File: src/rtl/uart_pkg.sv
`default_nettype none
// ============================================================================
// Module   : uart_pkg
// Purpose  : Shared UART definitions: data width, FSM state encoding and the
//            baud divisor helper, used by both uart_tx and uart_rx.
// Revision : 1.0
// ============================================================================
package uart_pkg;

  localparam int UART_DATA_W = 8;

  typedef enum logic [2:0] {
    IDLE   = 3'd0,
    START  = 3'd1,
    DATA   = 3'd2,
    PARITY = 3'd3,
    STOP   = 3'd4
  } uart_state_t;

  // Clocks per bit-time; integer division truncates toward zero.
  function automatic int clks_per_bit(input int clk_freq, input int baud);
    return clk_freq / baud;
  endfunction

endpackage
`default_nettype wire

File: src/rtl/uart_tx_fifo.sv
`default_nettype none
// ============================================================================
// Module   : uart_tx_fifo
// Purpose  : Single-clock byte FIFO for the UART transmitter. Push/pop are
//            qualified internally by full/empty; push and pop in the same
//            cycle both take effect and leave the count unchanged.
// Revision : 1.0
// ============================================================================
module uart_tx_fifo
  import uart_pkg::*;
#(
  parameter int DEPTH = 16
) (
  input  logic                   clk,
  input  logic                   rst,
  input  logic                   push,
  input  logic [UART_DATA_W-1:0] push_data,
  input  logic                   pop,
  output logic [UART_DATA_W-1:0] pop_data,
  output logic                   full,
  output logic                   empty,
  output logic [$clog2(DEPTH):0] count
);

  localparam int AW = $clog2(DEPTH);
  localparam int CW = AW + 1;

  logic [UART_DATA_W-1:0] r_mem [DEPTH];
  logic [AW-1:0]          r_wr_ptr;
  logic [AW-1:0]          r_rd_ptr;
  logic [CW-1:0]          r_count;
  logic                   w_do_push;
  logic                   w_do_pop;

  assign full      = (r_count == CW'(DEPTH));
  assign empty     = (r_count == '0);
  assign count     = r_count;
  assign w_do_push = push && !full;
  assign w_do_pop  = pop && !empty;
  assign pop_data  = r_mem[r_rd_ptr];

  // Pointers wrap naturally because DEPTH is a power of two.
  always_ff @(posedge clk or negedge rst) begin
    if (!rst) begin
      r_wr_ptr <= '0;
      r_rd_ptr <= '0;
      r_count  <= '0;
    end else begin
      if (w_do_push) r_wr_ptr <= r_wr_ptr + AW'(1);
      if (w_do_pop)  r_rd_ptr <= r_rd_ptr + AW'(1);
      case ({w_do_push, w_do_pop})
        2'b10:   r_count <= r_count + CW'(1);
        2'b01:   r_count <= r_count - CW'(1);
        default: r_count <= r_count;
      endcase
    end
  end

  // Storage needs no reset; only the pointers define validity.
  always_ff @(posedge clk) begin
    if (w_do_push) r_mem[r_wr_ptr] <= push_data;
  end

endmodule
`default_nettype wire

File: src/rtl/uart_tx.sv
`default_nettype none
// ============================================================================
// Module   : uart_tx
// Purpose  : Buffered UART transmitter. Bytes enter a FIFO over valid/ready
//            and leave as back-to-back 8N1 frames, LSB first, on a registered
//            tx line. Define UART_TX_PARITY_EN for 8E1 framing (even parity
//            bit captured at pop, inserted between data and stop).
// Revision : 1.0
// ============================================================================
module uart_tx
  import uart_pkg::*;
#(
  parameter int CLK_FREQ   = 100_000_000,
  parameter int BAUD       = 115200,
  parameter int FIFO_DEPTH = 16
) (
  input  logic                        clk,
  input  logic                        rst,
  input  logic [UART_DATA_W-1:0]      tx_data,
  input  logic                        tx_valid,
  output logic                        tx_ready,
  output logic                        tx,
  output logic                        busy,
  output logic [$clog2(FIFO_DEPTH):0] fifo_count
);

  localparam int CLKS_PER_BIT = clks_per_bit(CLK_FREQ, BAUD);
  localparam int CNT_W        = (CLKS_PER_BIT > 1) ? $clog2(CLKS_PER_BIT) : 1;
  localparam logic [CNT_W-1:0] CNT_MAX = CNT_W'(CLKS_PER_BIT - 1);

  uart_state_t            r_state;
  logic [CNT_W-1:0]       r_cnt;
  logic [2:0]             r_bit_idx;
  logic [UART_DATA_W-1:0] r_shift;
  logic                   r_tx;
  logic                   w_full;
  logic                   w_empty;
  logic                   w_pop;
  logic                   w_bit_end;
  logic [UART_DATA_W-1:0] w_pop_data;
`ifdef UART_TX_PARITY_EN
  logic                   r_parity;
`endif

  assign w_bit_end = (r_cnt == CNT_MAX);
  // Pop when idle with data waiting, or at the last stop-bit cycle so the
  // next start bit follows with no idle gap.
  assign w_pop     = !w_empty &&
                     ((r_state == IDLE) || ((r_state == STOP) && w_bit_end));
  assign tx_ready  = !w_full;
  assign busy      = (r_state != IDLE) || !w_empty;
  assign tx        = r_tx;

  uart_tx_fifo #(
    .DEPTH (FIFO_DEPTH)
  ) u_fifo (
    .clk       (clk),
    .rst       (rst),
    .push      (tx_valid && tx_ready),
    .push_data (tx_data),
    .pop       (w_pop),
    .pop_data  (w_pop_data),
    .full      (w_full),
    .empty     (w_empty),
    .count     (fifo_count)
  );

`ifdef UART_TX_PARITY_EN
  // Even parity of the byte, latched as it leaves the FIFO.
  always_ff @(posedge clk or negedge rst) begin
    if (!rst)       r_parity <= 1'b0;
    else if (w_pop) r_parity <= ^w_pop_data;
  end
`endif

  // Frame sequencer: state, baud counter, shift register and the tx flop.
  always_ff @(posedge clk or negedge rst) begin
    if (!rst) begin
      r_state   <= IDLE;
      r_cnt     <= '0;
      r_bit_idx <= '0;
      r_shift   <= '0;
      r_tx      <= 1'b1;
    end else begin
      case (r_state)
        IDLE: begin
          r_cnt <= '0;
          r_tx  <= 1'b1;
          if (!w_empty) begin
            r_shift <= w_pop_data;
            r_tx    <= 1'b0;
            r_state <= START;
          end
        end
        START: begin
          if (w_bit_end) begin
            r_cnt     <= '0;
            r_bit_idx <= '0;
            r_tx      <= r_shift[0];
            r_state   <= DATA;
          end else begin
            r_cnt <= r_cnt + CNT_W'(1);
          end
        end
        DATA: begin
          if (w_bit_end) begin
            r_cnt <= '0;
            if (r_bit_idx == 3'd7) begin
`ifdef UART_TX_PARITY_EN
              r_tx    <= r_parity;
              r_state <= PARITY;
`else
              r_tx    <= 1'b1;
              r_state <= STOP;
`endif
            end else begin
              r_shift   <= r_shift >> 1;
              r_tx      <= r_shift[1];
              r_bit_idx <= r_bit_idx + 3'd1;
            end
          end else begin
            r_cnt <= r_cnt + CNT_W'(1);
          end
        end
`ifdef UART_TX_PARITY_EN
        PARITY: begin
          if (w_bit_end) begin
            r_cnt   <= '0;
            r_tx    <= 1'b1;
            r_state <= STOP;
          end else begin
            r_cnt <= r_cnt + CNT_W'(1);
          end
        end
`endif
        STOP: begin
          if (w_bit_end) begin
            r_cnt <= '0;
            if (!w_empty) begin
              r_shift <= w_pop_data;
              r_tx    <= 1'b0;
              r_state <= START;
            end else begin
              r_tx    <= 1'b1;
              r_state <= IDLE;
            end
          end else begin
            r_cnt <= r_cnt + CNT_W'(1);
          end
        end
        default: begin
          r_cnt   <= '0;
          r_tx    <= 1'b1;
          r_state <= IDLE;
        end
      endcase
    end
  end

endmodule
`default_nettype wire
File: config.mk
export PLATFORM = sky130hd
export DESIGN_NAME = uart_tx
export DESIGN_NICKNAME = d
export VERILOG_FILES = /design/src/rtl/uart_pkg.sv /design/src/rtl/uart_tx_fifo.sv /design/src/rtl/uart_tx.sv
export SDC_FILE = /design/constraint.sdc
export NUM_CORES = 1
export LEC_CHECK = 0
export ABC_AREA = 0
export CORE_MARGIN = 1.5
export CORE_UTILIZATION = 30
export DETAILED_ROUTE_END_ITERATION = 16
export PLACE_DENSITY = 0.51
export SYNTH_ARGS = -nofsm -noshare
export SYNTH_HDL_FRONTEND = slang
export SYNTH_SLANG_ARGS = --single-unit
File: constraint.sdc
create_clock -name clk -period 3.3 [get_ports clk]
set_input_delay 0.99 -clock clk [delete_from_list [all_inputs] [get_ports clk]]
set_output_delay 0.99 -clock clk [all_outputs]
set_load 0.03 [all_outputs]
# Yosys cells after proc, flatten, opt, wreduce, memory -nomap -nowiden
# Memories as Yosys holds them, arrays and structs flattened.
# Index checks and enable logic that the tools add are counted.
# classes
eq_ne,14
n_shift,0
addsub,6
n_lt_le_gt_ge,0
div_mod_pow,0
reduce_logical,20
n_mul,0
n_bitwise,0
n_mux,27
# op_table
operator,n
8-bit two-way mux,4
3-bit two-way mux,8
8-bit case mux with 3 select lines,1
10-bit two-way mux,2
2-bit != test (second input constant),6
3-bit case mux with 4 select lines,1
10-bit by 1-bit adder with 10-bit output (second input constant),1
10-bit == test (second input constant),1
5-bit case mux with 2 select lines,1
4-bit by 1-bit adder with 4-bit output (second input constant),2
1-bit two-way mux,8
4-bit AND reduction,2
3-bit == test (second input constant),2
3-bit case mux with 2 select lines,1
3-bit nonzero test,2
5-bit by 1-bit adder with 5-bit output (second input constant),1
5-bit == test (second input constant),1
1-bit logical AND,5
5-bit zero test,1
5-bit AND reduction,1
5-bit by 1-bit subtractor with 5-bit output (second input constant),1
1-bit case mux with 4 select lines,1
2-bit nonzero test,2
3-bit by 1-bit adder with 3-bit output (second input constant),1
9 further kinds,11
# word_totals
in_bits,11
n_memories,1
elab_cells,76
latchBits,0
mem_bits_rw,128
ff_bits,38
out_inout_bits,8
mem_bits_ro,0
# memory_table
memory,words,word_bits,read_ports,rd_clocked_by_memory_dff,write_ports,line_no,source
u_fifo.r_mem,16,8,1,0,1,uart_tx_fifo.sv:28,logic [UART_DATA_W-1:0] r_mem [DEPTH];

# Depth between registers and ports, before layout
# Gate-level depths: netlist of run 1.
# logic_depth
depth_word,7
ltp_mapped,15
mapped_depth_nobuf,14

# Hierarchy
# Synthesis of run 1 repeated with hierarchy kept, for this count alone.
# unflattened
hier_cells,458
hier_area_um2,7125.6
# by_module_without_submodules
module,seq_area_each_um2,cells_per_inst,area_each_um2,instances
uart_tx_fifo,4169.0,332,5779.3,1
uart_tx,626.9,126,1346.3,1

# Worst setup path after synthesis of run 1
# Ideal clock, no wire load.
# synth_path
path_kind,register to register
startpoint,"reg u_fifo.r_count[1], in the netlist u_fifo.count[1]"
endpoint,"reg u_fifo.r_count[4], in the netlist u_fifo.count[4]"
setup_ns,0.081
n_path_buf,3
period_less_slack_ns,3.026
stages_incl_launch_ff,15
arrival_ns,2.945
slack_ns,0.274
required_ns,3.219
cell_sequence,dfrtp_1 -> buf_6 -> nor3_1 -> nand3b_1 -> and2_1 -> clkbuf_1 -> inv_1 -> ha_1 -> clkbuf_1 -> xor2_1 -> ha_1 -> and3b_1 -> o21ai_0 -> a31oi_1 -> xor2_1
# synth_between
elab_chain_len,6
elab_cells_between_ends,14
classes_between,add/sub (2); eq/ne (3); mux (1); reduce/logical (8)
# synth_rtl
item,line_no,source
from (decl),uart_tx_fifo.sv:31,logic [CW-1:0] r_count;
from (signal assigned),uart_tx_fifo.sv:52,2'b10: r_count <= r_count + CW'(1);
from (signal assigned),uart_tx_fifo.sv:53,2'b01: r_count <= r_count - CW'(1);
from (signal assigned),uart_tx_fifo.sv:54,default: r_count <= r_count;
5-bit == test *,uart_tx_fifo.sv:35,assign full = (r_count == CW'(DEPTH));
1-bit zero test *,uart_tx.sv:50,assign tx_ready = !w_full;
named net tx_ready,uart_tx.sv:21,"output logic tx_ready,"
1-bit logical AND,uart_tx.sv:59,".push (tx_valid && tx_ready),"
1-bit logical AND *,uart_tx_fifo.sv:38,assign w_do_push = push && !full;
2-bit by 1-bit == test with 1-bit output / 2-bit == test (equally long branches),uart_tx_fifo.sv:51,"case ({w_do_push, w_do_pop})"
5-bit case mux with 2 select lines / 2-bit nonzero test (equally long branches),--,
# The timed path passes the listed nets; every way through them passes the cells marked *.
# A chain may end at the register's enable or synchronous reset.

# Worst setup path after layout of run 1
# layout_path
startpoint,"reg u_fifo.r_count[3], in the netlist u_fifo.count[3]"
endpoint,out busy
# layout_between
elab_chain_len,3
# layout_rtl
item,line_no,source
5-bit zero test,uart_tx_fifo.sv:36,assign empty = (r_count == '0);
1-bit zero test,uart_tx.sv:51,assign busy = (r_state != IDLE) || !w_empty;
1-bit logical OR,uart_tx.sv:51,
to (decl),uart_tx.sv:23,"output logic busy,"
# No other way between the ends.

==> key figures, run 1 <==
Status
  • Outcome: finished, final reports clean

Yosys
  • Top cells by count, synth: edfxtp_1 (128), dfrtp_1 (37), nor2_1 (37)
  • Seq/Total Area, Yosys: 0.693
  • Yosys warns: 0
  • Most common cell in the synthesized netlist: edfxtp_1
  • Post-synthesis net count: 441
  • Post-synth top area cell: edfxtp_1
  • Top cell type's share of synthesized area: 0.556
  • Dominant synthesized flop cell: edfxtp_1
  • Synth Cell Area: 6920 sq um
  • Asr flop ratio synth: 0.229
  • Average size of a mapped cell: 16.5 sq um
  • Netlist cell types: 50
  • Gate Count Post-Synth: 419
  • Post-synth EDFFs: 128
  • Dominant cells by area after synthesis: edfxtp_1 (56%), dfrtp_1 (13%), mux4_2 (10%)
  • Flops & latches, synth: 166

Placement
  • Place WS: 0.237 ns
  • RePlAce Congestion: 0.753
  • HPWL after DPL: 8450 um
  • Port Buf Inserts: 18

Routing
  • Drt drc: 0
  • Via density: 4.81
  • Final ANT Viol Nets: 0
  • Wire length per cell: 18.0 um
  • Final wirelength: 13500 um
  • Vias: 3611
  • DR pass1 iterations: 4
  • Starting DRT DRC Count: 228

Critical path
  • Buf/Inv on CP: 1
  • Crit path cell chain: or4_4 -> nor3_4 -> nand2_1 -> dlygate4sd2_1
  • Required time of the worst setup path: 2.31 ns
  • Critical path type: reg2out
  • Largest stage delay on the critical path: 0.58 ns
  • R2R Path Start: r_bit_idx[0]
  • CP endpoint kind: output pin
  • CP startpoint: u_fifo.count[3]
  • CP top delay family: simple AND/OR/NAND/NOR gates
  • CP Max Fanout: 7
  • Critical Path Start Type: flop
  • Slowest cell on crit path: or4_4
  • Worst path arrival time: 2.06 ns

Layout
  • Register area: 4800 sq um
  • Layout cells sized above 1: 0.217
  • # nets final: 475
  • Area grow syn2layout: 17.3%
  • # diodes: 0
  • Filler cells: 2089
  • Footprint of the multi-input gates: 1980 sq um

Timing
  • FMAX: 0.328 GHz
  • Slew Viols, Final: 0
  • Final Hold Vio Count: 0
  • Fin crit share: 0.924
  • Worst slew pin tran: 0.892 ns
  • Finish-stage setup viols: 0
  • Minimum period implied by the final worst setup slack: 3.05 ns
  • Max_slew headroom: 0.405
  • Final setup margin: 0.250 ns
  • Clk_skew: 0.00984 ns
  • Final setup TNS: 0 ns
  • RSZ-0062 raised after global routing: no

Floorplanning
  • DIE AREA: 24000 sq um
  • Core ar.: 22600 sq um
  • Row count: 55
  • IO Count: 19
  • Die Height: 155 um
  • Initial Utilization: 0.306
  • Chip width: 155 um

Clocking
  • H-tree levels: 4
  • CTS buffer count: 17
  • Clk_lat worst skew: 0.42 ns
  • CTS tree: yes
  • Clock Tree Root: clkbuf_16
  • Clk pin slew, worst setup/hold paths: 0.07 ns
  • Clock Sinks: 166
  • Clock Tree Buf Depth: 2

Global route
  • Global Route Usage Sum: 0.123
  • Largest net degree at the start of global routing: 39
  • Global route overflow: 0
  • Vias in the first global route: 3787
  • Antenna violations before repair: 0
  • Global-route wire length before repair: 21800 um

Power and ir drop
  • PwrDens: 874 nW/um^2
  • Leakage: 2.81 nW
  • Maximum VDD drop: 0.390 mV

Min path
  • Hold wc startpoint: r_cnt[0]
  • Worst hold path type: reg2reg

Run
  • MaxCap Viol Count: 0
-- metrics by stage --
step	utilization	area, sq um	power [W]	hold slack [ns]	instances
finish	0.358	8110	0.00709	0.501	751
global route	0.358	8110	0.00752	0.520	751
CTS	0.358	8110	0.00718	0.496	751
detailed placement	0.331	7500	0.00514	0.477	719
global placement	0.331	7500	0.00509	0.468	719
floorplan	-	6920	0.00451	0.454	419
-- placed cells by master, fill, tap and decap left out, drive strengths merged, types with 14 or more instances in the layout --
master,synthesis,final
dfrtp,37,37
buf,14,21
edfxtp,128,128
clkbuf,9,17
clkdlybuf4s50,0,16
nor2,37,37
nand2,15,15
mux4,32,32
inv,7,14
a21oi,24,24
a22oi,14,14
-- worst paths after layout --
kind                                            to  slack [ns]  cells past startpoint
worst max-delay path                          busy        0.25                      4
worst min-delay path                      r_cnt[0]        0.50                      1
worst max register to register     u_fifo.count[4]        0.30                     14
worst min register to register            r_cnt[0]        0.50                      1
max in group asynchronous       u_fifo.r_rd_ptr[0]        2.01                      1
min in group asynchronous          u_fifo.count[0]        0.68                      1
-- power breakdown --
part / switching, W / internal [W]
Sequential: 0.000267 / 0.00259
Clock: 0.000884 / 0.00115
Combinational: 0.00120 / 0.00100
Total: 0.00235 / 0.00475
-- metal layers --
metal  vias up  global-route usage  wire [um]
li1       1694                   -          -
met1      1854               0.163       6220
met2        54               0.202       6700
met3         9              0.0242        456
met4         0              0.0453        122
met5         -                   0          0
-- kinds of logic (layout without fill, tap and decap cells) --
| kind of cell | after synthesis | after routing | synth area share |
|---|---|---|---|
| AOI/OAI and AO/OA | 61 | 61 | 0.0566 |
| xor gates and xnor gates | 20 | 20 | 0.0264 |
| adders and majority gates | 11 | 11 | 0.0199 |
| buffers and inverters | 30 | 77 | 0.0210 |
| DFF | 166 | 166 | 0.693 |
| muxes | 37 | 37 | 0.113 |
| and+or+nand+nor | 94 | 94 | 0.0703 |
-- flip-flops by register name, indices dropped and copies added, names as in the netlist --
signal and count:
u_fifo.r_mem 128, r_cnt 10, r_shift 8, u_fifo.count 5, u_fifo.r_rd_ptr 4, u_fifo.r_wr_ptr 4
r_bit_idx 3, r_state 3, tx 1
-- cell type report --
class                      instances  area share
timing repair buffer              38      0.0415
tap                              285      0.0439
inverter                           7     0.00355
clock buffer                      17      0.0524
clock inverter                    15      0.0233
sequential                       166       0.591
multi-input combinational        223       0.244
-- timing repair --
item	CTS	global route
hold buffers	0	0
setup endpoints to repair	1	1
resized for setup	1	1
endpoints found under the hold margin	0	0
setup buffers	0	0
Power figures use the tool's default switching activity.
==> run 2, diff against run 1 <==
Settings changed: CORE_UTILIZATION 30 to 61, PLACE_DENSITY 0.51 to 0.85.
==> run 2 against run 1 <==
Worst hold slack worse by 0.0024 ns. Final area is 2.5% lower. Clock-buffer cell count stayed put. Clock skew is 0.0013 ns lower. Maximum frequency is 1.1% lower. Wire length is 3.7% lower. Critical endpoint unchanged. Highest routed layer unchanged.
==> key figures, run 2 (synthesis results as in run 1) <==
Timing
  • WHS: 0.499 ns (-0.00238 ns)
  • Final Hold Vio Count: 0 (unchanged)
  • Slew Viols, Final: 0 (unchanged)
  • Fin crit share: 0.934 (+0.0101)
  • RSZ-0062 raised after global routing: no
  • FMAX: 0.324 GHz (-1.1%)
  • Worst slew pin tran: 0.847 ns (-0.0448 ns)
  • Clk_skew: 0.00856 ns (-0.00128 ns)
  • Minimum period implied by the final worst setup slack: 3.08 ns (+0.0335 ns)
  • Max_slew headroom: 0.435 (+0.0302)
  • Final setup TNS: 0 ns (unchanged)
  • Finish-stage setup viols: 0 (unchanged)

Status
  • Outcome: finished, final reports clean

Global route
  • Global route overflow: 0 (unchanged)
  • Global Route Usage Sum: 0.242 (+0.119)
  • Antenna violations before repair: 0 (unchanged)
  • Vias in the first global route: 3894 (+2.8%)
  • Global-route wire length before repair: 20500 um (-6.0%)
  • Largest net degree at the start of global routing: 39 (unchanged)

Critical path
  • Required time of the worst setup path: 2.31 ns (about the same)
  • CP top delay family: simple AND/OR/NAND/NOR gates
  • Crit path cell chain: or4_4 -> nor3_4 -> nand2_1 -> dlygate4sd2_1
  • CP Max Fanout: 9 (+2)
  • Largest stage delay on the critical path: 0.54 ns (-0.04 ns)
  • Critical path type: reg2out
  • Buf/Inv on CP: 1 (unchanged)
  • CP endpoint kind: output pin
  • Worst path arrival time: 2.09 ns (+0.03 ns)
  • Slowest cell on crit path: or4_4
  • Critical Path Start Type: flop

Clocking
  • Clock Tree Buf Depth: 2 (unchanged)
  • Clk_lat worst skew: 0.43 ns (about the same)
  • H-tree levels: 4 (unchanged)
  • Hold buffer count at cts: 0 (unchanged)
  • Clock Sinks: 166 (unchanged)
  • Clk pin slew, worst setup/hold paths: 0.07 ns (about the same)
  • Clock Tree Root: clkbuf_16
  • CTS buffer count: 17 (unchanged)
  • CTS tree: yes

Routing
  • Drt drc: 0 (unchanged)
  • Final ANT Viol Nets: 0 (unchanged)
  • Via density: 6.24 (+30%)
  • Vias: 3786 (+4.8%)
  • Starting DRT DRC Count: 309 (+36%)
  • Final wirelength: 13000 um (-3.7%)
  • DR pass1 iterations: 5 (+1)
  • Wire length per cell: 21.4 um (+19%)

Layout
  • Layout cells sized above 1: 0.218 (+0.00168)
  • Largest register FFs: 128 (unchanged)
  • # diodes: 0 (unchanged)
  • Most frequent cells in the layout: edfxtp_1 (128), nor2_1 (37), dfrtp_1 (36)
  • Reg with most FFs: u_fifo.r_mem
  • Area grow syn2layout: 14.3%
  • Top Registers: u_fifo.r_mem x128, r_cnt x10, r_shift x8
  • Most common cell after layout, fill and taps aside: edfxtp_1
  • # nets final: 476 (+0.21%)
  • Filler cells: 636 (-70%)

Placement
  • HPWL after DPL: 8120 um (-3.9%)
  • RePlAce Congestion: 0.762 (+1.1%)
  • Port Buf Inserts: 18 (unchanged)

Floorplanning
  • DIE AREA: 12000 sq um (-50%)
  • IO Count: 19 (unchanged)
  • Chip width: 110 um (-29%)
  • Initial Utilization: 0.633 (+0.327)
  • Row count: 38 (-31%)
  • Die Height: 110 um (-29%)
  • Core ar.: 10900 sq um (-52%)

Power and ir drop
  • Power Total: 0.00701 W (-1.2%)
  • Maximum VDD drop: 0.689 mV (+77%)
  • Leakage: 2.80 nW (-0.58%)
  • PwrDens: 886 nW/um^2 (+1.3%)

Run
  • MaxCap Viol Count: 0 (unchanged)

Min path
  • Worst hold path type: reg2reg
==> run 2: metrics by stage <==
stage,worst slack (ns),util,area [sq um],instances
floorplan,0.274,-,6920,419
global placement,0.348,0.668,7300,574
detailed placement,0.264,0.668,7300,574
CTS,0.158,0.722,7890,606
global route,0.00314,0.723,7910,607
finish,0.217,0.723,7910,607
==> run 2: layout make-up <==
class | instances | area [sq um] | area share
inverters | 7 | 28.8 | 0.00364
clock inverters | 15 | 161 | 0.0204
clock buffers | 17 | 425 | 0.0538
repair buffers | 39 | 332 | 0.0419
flip-flops and latches | 166 | 4800 | 0.606
well taps | 140 | 175 | 0.0221
multi-input cells | 223 | 1990 | 0.252
==> run 2: routing by layer <==
layer	global-route usage	up-vias	share of wire
met1	0.313	1952	0.42
met3	0.0759	21	0.051
met4	0.0955	0	0.017
li1	-	1689	-
met2	0.387	124	0.51
met5	0	-	0
==> run 2: power breakdown <==
group | internal [W] | total, W | switching, W
combinational | 0.00100 | 0.00222 | 0.00121
clock | 0.00101 | 0.00192 | 0.000907
sequential | 0.00259 | 0.00287 | 0.000279
total | 0.00461 | 0.00701 | 0.00240
==> run 2: repair_timing <==
item / CTS / global route
endpoints found under the setup margin: 1 / 1
pin swaps: 0 / 1
setup buffers: 0 / 1
gates resized for setup: 1 / 2
==> run 2: worst paths after layout <==
path                            slack (ns)            start                  to  cells after the start
max in group asynchronous             2.05              rst  u_fifo.r_rd_ptr[0]                      1
worst min-delay path                  0.50         r_cnt[9]            r_cnt[9]                      1
worst min register to register        0.50         r_cnt[9]            r_cnt[9]                      1
worst max register to register        0.24     r_bit_idx[0]     u_fifo.count[4]                     14
min in group asynchronous             0.67              rst            r_cnt[5]                      1
worst max-delay path                  0.22  u_fifo.count[1]                busy                      4
==> run 3, diff against run 2 <==
Settings changed: CORE_UTILIZATION 61 to 64, CTS_BUF_LIST from default to sky130_fd_sc_hd__clkbuf_2 sky130_fd_sc_hd__clkbuf_4 sky130_fd_sc_hd__clkbuf_8, PLACE_DENSITY 0.85 to 0.88, REMOVE_ABC_BUFFERS from default to 1.
==> run 3 against run 2 <==
Sequential share of layout area grew 1.3 points. Combinational power is essentially flat. Die area is 4.6% lower.
==> key figures, run 3 (synthesis results as in run 1) <==
Clocking
  • Clk_lat worst skew: 0.45 ns (+0.02 ns)
  • Clock Tree Buf Depth: 2 (unchanged)
  • Clock Sinks: 166 (unchanged)
  • Clock Tree Root: clkbuf_8
  • CTS tree: yes
  • CTS buffer count: 17 (unchanged)
  • Clk pin slew, worst setup/hold paths: 0.09 ns (+0.02 ns)
  • Hold buffer count at cts: 0 (unchanged)
  • H-tree levels: 4 (unchanged)

Critical path
  • CP endpoint kind: output pin
  • CP Max Fanout: 7 (-2)
  • Required time of the worst setup path: 2.31 ns (about the same)
  • Largest stage delay on the critical path: 0.58 ns (+0.04 ns)
  • Worst path arrival time: 2.12 ns (+0.03 ns)
  • Slowest cell on crit path: or4_4
  • Crit path cell chain: or4_4 -> nor3_4 -> nand2_1 -> dlygate4sd2_1
  • Reg2Reg Setup Slack: 0.29 ns (+0.05 ns)
  • Critical Path Start Type: flop
  • Critical path type: reg2out

Floorplanning
  • Core ar.: 10400 sq um (-4.7%)
  • Row count: 37 (-2.6%)
  • IO Count: 19 (unchanged)
  • Chip width: 107 um (-2.3%)
  • Die Height: 107 um (-2.3%)
  • Initial Utilization: 0.664 (+0.0315)
  • DIE AREA: 11400 sq um (-4.6%)

Min path
  • Worst hold path type: in2async

Layout
  • Most common cell after layout, fill and taps aside: edfxtp_1
  • Final Util: 0.744 (+0.0203)
  • # diodes: 0 (unchanged)
  • Top Registers: u_fifo.r_mem x128, r_cnt x10, r_shift x8
  • Most frequent cells in the layout: edfxtp_1 (128), nor2_1 (37), dfrtp_1 (36)
  • Largest register FFs: 128 (unchanged)
  • Layout cells sized above 1: 0.223 (+0.00499)
  • Area grow syn2layout: 12.0%
  • Filler cells: 542 (-15%)
  • Reg with most FFs: u_fifo.r_mem
  • # nets final: 479 (+0.63%)

Global route
  • Largest net degree at the start of global routing: 29 (-26%)
  • Vias in the first global route: 3949 (+1.4%)
  • Global-route wire length before repair: 21900 um (+7.2%)
  • Global route overflow: 0 (unchanged)
  • Antenna violations before repair: 0 (unchanged)
  • Global Route Usage Sum: 0.270 (+0.0278)

Timing
  • Fin crit share: 0.941 (+0.00658)
  • Slew Viols, Final: 0 (unchanged)
  • Finish-stage setup viols: 0 (unchanged)
  • Clk_skew: 0.00749 ns (-0.00106 ns)
  • Final Hold Vio Count: 0 (unchanged)
  • Max_slew headroom: 0.520 (+0.0850)
  • Final setup TNS: 0 ns (unchanged)
  • Worst slew pin tran: 0.720 ns (-0.128 ns)
  • RSZ-0062 raised after global routing: no
  • Minimum period implied by the final worst setup slack: 3.11 ns (+0.0217 ns)
  • FMAX: 0.322 GHz (-0.70%)

Routing
  • Final ANT Viol Nets: 0 (unchanged)
  • Met2 WL: 7560 um (+13%)
  • DR pass1 iterations: 7 (+2)
  • Top Layer Used: met4
  • Vias: 3808 (+0.58%)
  • Via density: 6.28 (+0.75%)
  • Wire length per cell: 23.1 um (+7.9%)
  • Drt drc: 0 (unchanged)
  • Met3 Wirelength: 798 um (+19%)
  • Starting DRT DRC Count: 381 (+23%)
  • Final wirelength: 14000 um (+7.7%)
  • Met1 Wirelength: 5330 um (-1.8%)

Placement
  • Port Buf Inserts: 18 (unchanged)
  • HPWL after DPL: 8550 um (+5.3%)
  • RePlAce Congestion: 0.795 (+4.3%)

Power and ir drop
  • Maximum VDD drop: 0.482 mV (-30%)
  • PwrDens: 855 nW/um^2 (-3.5%)
  • Leakage: 2.73 nW (-2.5%)

Status
  • Outcome: finished, final reports clean

Run
  • MaxCap Viol Count: 0 (unchanged)
run 3: cell types whose count changed in the layout (fill, tap and decap cells not counted), sizes merged:
cell      before  now
clkinv         7    2
inv           13   14
buf           22   25
clkbuf        17   18
clkinvlp       2    3
bufinv         0    2
run 3: per-layer routing:
metal,vias up,GRT usage
li1,1689,-
met1,1932,0.341
met2,158,0.459
met3,29,0.0529
met4,0,0.118
met5,-,0
run 3: worst max-delay path: cells and delay by family, from the launching register on:
kind                   cells  cell delay [ns]
buffers and inverters      1             0.35
flip-flops                 1             0.47
AND/OR/NAND/NOR            3             0.85
run 3: final cells by class:
cell class              instances  area (sq um)  area share
inverters                       7          28.8     0.00372
multi-input cells             223          1990       0.257
flip-flops and latches        166          4800       0.619
clock buffers                  18           241      0.0312
repair buffers                 42           354      0.0457
clock inverters                14           164      0.0212
well taps                     136           170      0.0220
run 3: stage by stage:
| step | hold WS [ns] | area, sq um | total power (W) | worst slack, ns | cells |
|---|---|---|---|---|---|
| floorplan | 0.454 | 6800 | 0.00441 | 0.236 | 396 |
| global placement | 0.465 | 7320 | 0.00498 | 0.342 | 573 |
| detailed placement | 0.485 | 7320 | 0.00510 | 0.177 | 573 |
| CTS | 0.475 | 7730 | 0.00662 | 0.169 | 605 |
| global route | 0.487 | 7750 | 0.00695 | 0.0773 | 606 |
| finish | 0.479 | 7750 | 0.00662 | 0.195 | 606 |
run 3: what timing repair did:
item / 4_1_cts / 5_1_grt
gates resized for setup: 1 / 2
pin swaps: 0 / 1
endpoints found under the hold margin: 0 / 0
setup endpoints to repair: 1 / 1
setup buffers: 0 / 1
run 3: report_power, final:
part	internal [W]	total, W	switching, W
registers	0.00259	0.00293	0.000342
logic	0.00101	0.00222	0.00120
clock network	0.000702	0.00147	0.000769
run 3: worst paths after layout:
check,from,to,depth (start not counted)
max in group asynchronous,rst,tx,2
min in group clk,r_cnt[0],r_cnt[0],1
min reg2reg,r_cnt[0],r_cnt[0],1
max,u_fifo.count[3],busy,4
min,rst,r_cnt[6],1
max reg2reg,r_bit_idx[0],u_fifo.count[4],14
